## src/rtl/display_7seg_mux.sv

```systemverilog
// Display stage: binary count -> BCD via shift-and-add-3, then
// time-multiplexed onto a common-anode 4-digit seven-segment display.
module display_7seg_mux #(
    parameter int TICK_DIV = 2500,
    parameter bit LZB      = 1'b1
) (
    input  logic        clk,
    input  logic        reset_n_i,
    input  logic [7:0]  conta_i,
    output logic [6:0]  segmentos_o,
    output logic [3:0]  anodo_o,
    output logic [11:0] bcd_o,
    output logic        ocupado_o
);

    localparam int TW = (TICK_DIV > 2) ? $clog2(TICK_DIV) : 1;
    localparam logic [TW-1:0] TICK_MAX = TW'(TICK_DIV - 1);

    typedef enum logic [1:0] {
        IDLE  = 2'd0,
        SHIFT = 2'd1,
        DONE  = 2'd2
    } state_t;

    state_t        state;
    state_t        state_next;
    logic [7:0]    value_q;
    logic [19:0]   sh_q;
    logic [19:0]   sh_adj;
    logic [3:0]    it_q;
    logic [11:0]   bcd_q;
    logic [TW-1:0] tick_q;
    logic [1:0]    dig_q;
    logic          load;
    logic          shift_en;
    logic          commit;
    logic [3:0]    nib;
    logic [6:0]    seg_raw;
    logic          blank;

    function automatic logic [3:0] add3(input logic [3:0] n);
        return (n >= 4'd5) ? n + 4'd3 : n;
    endfunction

    always_ff @(posedge clk or negedge reset_n_i) begin
        if (!reset_n_i) state <= IDLE;
        else            state <= state_next;
    end

    always_comb begin
        state_next = state;
        unique case (state)
            IDLE:    if (conta_i != value_q) state_next = SHIFT;
            SHIFT:   if (it_q == 4'd7) state_next = DONE;
            DONE:    state_next = IDLE;
            default: state_next = IDLE;
        endcase
    end

    always_comb begin
        load      = (state == IDLE) && (conta_i != value_q);
        shift_en  = (state == SHIFT);
        commit    = (state == DONE);
        ocupado_o = (state != IDLE);
    end

    assign sh_adj = {add3(sh_q[19:16]), add3(sh_q[15:12]),
                     add3(sh_q[11:8]), sh_q[7:0]};

    always_ff @(posedge clk or negedge reset_n_i) begin
        if (!reset_n_i) begin
            value_q <= 8'd0;
            sh_q    <= 20'd0;
            it_q    <= 4'd0;
            bcd_q   <= 12'd0;
        end else begin
            if (load) begin
                value_q <= conta_i;
                sh_q    <= {12'd0, conta_i};
                it_q    <= 4'd0;
            end
            if (shift_en) begin
                sh_q <= {sh_adj[18:0], 1'b0};
                it_q <= it_q + 4'd1;
            end
            if (commit) bcd_q <= sh_q[19:8];
        end
    end

    // Scan runs free of the converter so the display never stalls.
    always_ff @(posedge clk or negedge reset_n_i) begin
        if (!reset_n_i) begin
            tick_q <= '0;
            dig_q  <= 2'd0;
        end else if (tick_q == TICK_MAX) begin
            tick_q <= '0;
            dig_q  <= (dig_q == 2'd2) ? 2'd0 : dig_q + 2'd1;
        end else begin
            tick_q <= tick_q + 1'b1;
        end
    end

    always_comb begin
        nib = bcd_q[3:0];
        unique case (dig_q)
            2'd1:    nib = bcd_q[7:4];
            2'd2:    nib = bcd_q[11:8];
            default: nib = bcd_q[3:0];
        endcase
    end

    always_comb begin
        seg_raw = 7'b1111111;
        unique case (nib)
            4'd0:    seg_raw = 7'b1000000;
            4'd1:    seg_raw = 7'b1111001;
            4'd2:    seg_raw = 7'b0100100;
            4'd3:    seg_raw = 7'b0110000;
            4'd4:    seg_raw = 7'b0011001;
            4'd5:    seg_raw = 7'b0010010;
            4'd6:    seg_raw = 7'b0000010;
            4'd7:    seg_raw = 7'b1111000;
            4'd8:    seg_raw = 7'b0000000;
            4'd9:    seg_raw = 7'b0010000;
            default: seg_raw = 7'b1111111;
        endcase
    end

    // Tens blanks only when hundreds is also zero; ones is always lit.
    always_comb begin
        blank = 1'b0;
        if (LZB) begin
            if (dig_q == 2'd2 && bcd_q[11:8] == 4'd0)
                blank = 1'b1;
            if (dig_q == 2'd1 && bcd_q[11:4] == 8'd0)
                blank = 1'b1;
        end
    end

    assign segmentos_o = blank ? 7'b1111111 : seg_raw;
    assign anodo_o     = {1'b1, ~(3'b001 << dig_q)};
    assign bcd_o       = bcd_q;

endmodule

```

## config.mk

```make
export PLATFORM = sky130hd
export DESIGN_NAME = display_7seg_mux
export DESIGN_NICKNAME = d
export VERILOG_FILES = /design/src/rtl/display_7seg_mux.sv
export SDC_FILE = /design/constraint.sdc
export NUM_CORES = 1
export LEC_CHECK = 0
export BUFFER_PORTS_ARGS = -buffer_cell sky130_fd_sc_hd__buf_4
export CAP_MARGIN = 10
export CORE_ASPECT_RATIO = 1.4
export CORE_MARGIN = 10
export CORE_UTILIZATION = 55
export DETAILED_ROUTE_END_ITERATION = 12
export PLACE_DENSITY = 0.75
export SLEW_MARGIN = 20
export SYNTH_ARGS = -nofsm -noshare
export SYNTH_HDL_FRONTEND = slang
export SYNTH_SLANG_ARGS = --single-unit
```

## constraint.sdc

```tcl
create_clock -name clk -period 2.4 [get_ports clk]
set_clock_uncertainty 0.05 [all_clocks]
set_input_delay 0 -clock clk [delete_from_list [all_inputs] [get_ports clk]]
set_output_delay 0 -clock clk [all_outputs]
set_load 0.005 [all_outputs]
```

==> flow_metrics.env <==
export IMPL_clkLatencyLatePin_ps=330
export IMPL_reg2reg_setup_slack_ps=510
export IMPL_multi_input_area_sq_um=1640
export IMPL_power_leakage_nw=1.79
export IMPL_cts_tree="built"
export IMPL_synth_area_per_cell_sq_um=11.0
export IMPL_num_antenna_cells=0
export IMPL_synth_cell_types=46
export IMPL_crit_type="reg -> out"
export IMPL_fin_hold_ws_ps=212
export IMPL_dr_pass1_iters=4
export IMPL_seq_power_share=0.371
export IMPL_p_sw_frac=0.361
export IMPL_placed_cell_area_sq_um=3490
export IMPL_ys_seq_area_frac=0.469
export IMPL_synth_cells=291
export IMPL_crit_required_ps=2350
export IMPL_p_int_mw=2.92
export IMPL_drt_total_wl_um=6790
export IMPL_synth_fp_nets=317
export IMPL_synthAdderAreaFrac=0.0625
export IMPL_fillers=409
export IMPL_worstMarginPinSlew_ps=744
export IMPL_worst_path_max_fanout=8
export IMPL_synth_xor_area_frac=0.0657
export IMPL_final_common_cell="dfrtp_1"
export IMPL_initial_core_util=0.575
export IMPL_endpoint_kind="primary output"
export IMPL_via_per_inst=5.70
export IMPL_grt_pass1_vias=2323
export IMPL_min_period_ps=2310
export IMPL_preCtsSetupSlack_ps=212
export IMPL_synth_top_family_by_area="simple AND/OR/NAND/NOR gates"
export IMPL_cts_buffer_depth=2
export IMPL_switchingPower_mw=1.65
export IMPL_gp_congestion=0.853
export IMPL_tns_ps=0
export IMPL_ant_nets=0
export IMPL_cts_max_level=3
export IMPL_hp_class="in -> async"
export IMPL_mappedNetlistArea_sq_um=3200
export IMPL_hpwlAfterDp_um=4370
export IMPL_powerDensity_nw_per_um2=1160
export IMPL_gr_total_overflow=0
export IMPL_relSlewSlack=0.504
export IMPL_drcViolationCount=0
export IMPL_slew_viol_final=0
export IMPL_peakVddDrop_uv=938
export IMPL_synth_simple_area_share=0.142
export IMPL_final_hold_viol_count=0
export IMPL_ys_flop_type="dfrtp_1"
export IMPL_synth_compound_area_share=0.133
export IMPL_path_clk_slew_ps=70
export IMPL_io_buffers=32
export IMPL_synth_edf_count=0
export IMPL_synth_async_sr_flop_share=1.00
export IMPL_fmax_mhz=433
export IMPL_drt_iter0_markers=151
export IMPL_fin_nets=376
export IMPL_cts_root_buf="clkbuf_8"
export IMPL_cts_buffers=9
export IMPL_vias=2404
export IMPL_fin_crit_sh=0.963
export IMPL_fin_ws_ps=88.6
export IMPL_grt_max_degree=61
export IMPL_reg2reg_to="sh_q[6]$_DFFE_PN0P_"
export IMPL_comb_power_share=0.456
export IMPL_gr_usage_all_layers=0.141
export IMPL_start_kind="flop"
export IMPL_synth_area_mux_share=0.0840
export IMPL_grt_pass1_wl_um=10900
export IMPL_area_growth_pct=23.3
export IMPL_dieWidth_um=84.5
export IMPL_antenna_found_initial=0
export IMPL_die_h_um=110
export IMPL_core_area_sq_um=5570
export IMPL_synth_warnings=0
export IMPL_worstRegToRegCells=4
export IMPL_cap_violations=0
export IMPL_drive_above_1_share=0.308
export IMPL_final_setup_viol_count=0
export IMPL_ys_ff_latch=60
export IMPL_wire_per_inst_um=16.1
export IMPL_status="finished clean"
export IMPL_stdcell_area_sq_um=3950
export IMPL_num_io_pins=34
export IMPL_clock_sinks=60
export IMPL_pwr_share_clk=0.174
export IMPL_rows=32
export IMPL_r2r_start="value_q[4]$_DFFE_PN0P_"
export IMPL_critical_path_arrival_ps=2260
export IMPL_register_area_sq_um=1500
export IMPL_dieArea_sq_um=9320
export IMPL_final_cell_mix="dfrtp_1, buf_4, mux2_2"
-- worst max-delay path: stages, from the launching register on --
cell     delay, ps
dfrtp_1        410
inv_4          110
ha_4           230
buf_6          140
a21oi_4        250
buf_4          150
ha_1           120
inv_1           60
and3_1         160
o21ai_0        160
buf_4          130
-- repair_timing --
item / CTS / global route
buffers inserted: 2 / 13
hold buffers: 9 / 0
gates cloned: 0 / 0
pin swaps: 1 / 4
gates resized for setup: 6 / 18
endpoints found under the hold margin: 76 / 0
endpoints found under the setup margin: 6 / 6
-- cell usage after synthesis, drive strengths merged (8+ instances only) --
library cell   n  area, sq um
nand2         20         75.1
ha            16          200
nor2          12         45.0
xnor2         18          158
o21ai         14         73.8
and2          10         62.6
and3           8         50.1
dfrtp         60         1500
mux2          23          259
a21oi          9         52.6
inv           17         63.8
-- power by group through the flow --
stage	clock (mW)	combinational [mW]	sequential [mW]
global placement	0	1.86	1.68
finish	0.793	2.08	1.69
global route	0.859	2.34	1.74
CTS	0.817	1.95	1.68
detailed placement	0	1.90	1.69
floorplan	0	1.32	1.61
-- final cells by class --
type,instances,share of cell area
Multi-Input combinational cell,202,0.415
Inverter,17,0.0174
Clock buffer,11,0.0384
Tap cell,68,0.0216
Sequential cell,60,0.381
Clock inverter,4,0.00634
Timing Repair Buffer,60,0.121
-- layer usage --
metal / up-vias / track usage / part of all wire
met5: - / 0 / 0
met4: 0 / 0.0531 / 0.020
met3: 14 / 0.0529 / 0.056
met2: 52 / 0.245 / 0.53
met1: 1186 / 0.154 / 0.40
li1: 1152 / - / -
-- worst max path at each step --
stage / slack, ps / cells after the start / start / to
after floorplan: 530 / 8 / dig_q[0]$_DFFE_PN0N_ / segmentos_o[2]
after global placement: 320 / 8 / dig_q[0]$_DFFE_PN0N_ / segmentos_o[2]
after detailed placement: 210 / 8 / dig_q[0]$_DFFE_PN0N_ / segmentos_o[3]
after CTS: 4 / 9 / dig_q[1]$_DFFE_PN0N_ / segmentos_o[3]
after global routing: -60 / 10 / dig_q[1]$_DFFE_PN0N_ / segmentos_o[5]
final: 90 / 10 / dig_q[1]$_DFFE_PN0N_ / segmentos_o[5]
-- cells by family after synthesis --
logic type,after synthesis
and+or+nand+nor,81
adders and majority gates,16
other,1
DFF,60
buffers and inverters,29
AOI/OAI and AO/OA,56
muxes,24
xor gates and xnor gates,24
-- sequential cells by signal (all words and copies together), names as in the netlist --
name and flops:
bcd_o 12, dig_q 2, it_q 4, sh_q 20
state 2, tick_q 12, value_q 8
-- stage by stage --
step	utilization	power, mW	cells
global route	0.709	4.94	422
global placement	0.626	3.54	383
floorplan	-	2.93	291
finish	0.709	4.57	422
CTS	0.681	4.44	409
detailed placement	0.626	3.59	383
No activity file was read; power rests on OpenSTA's default activity.
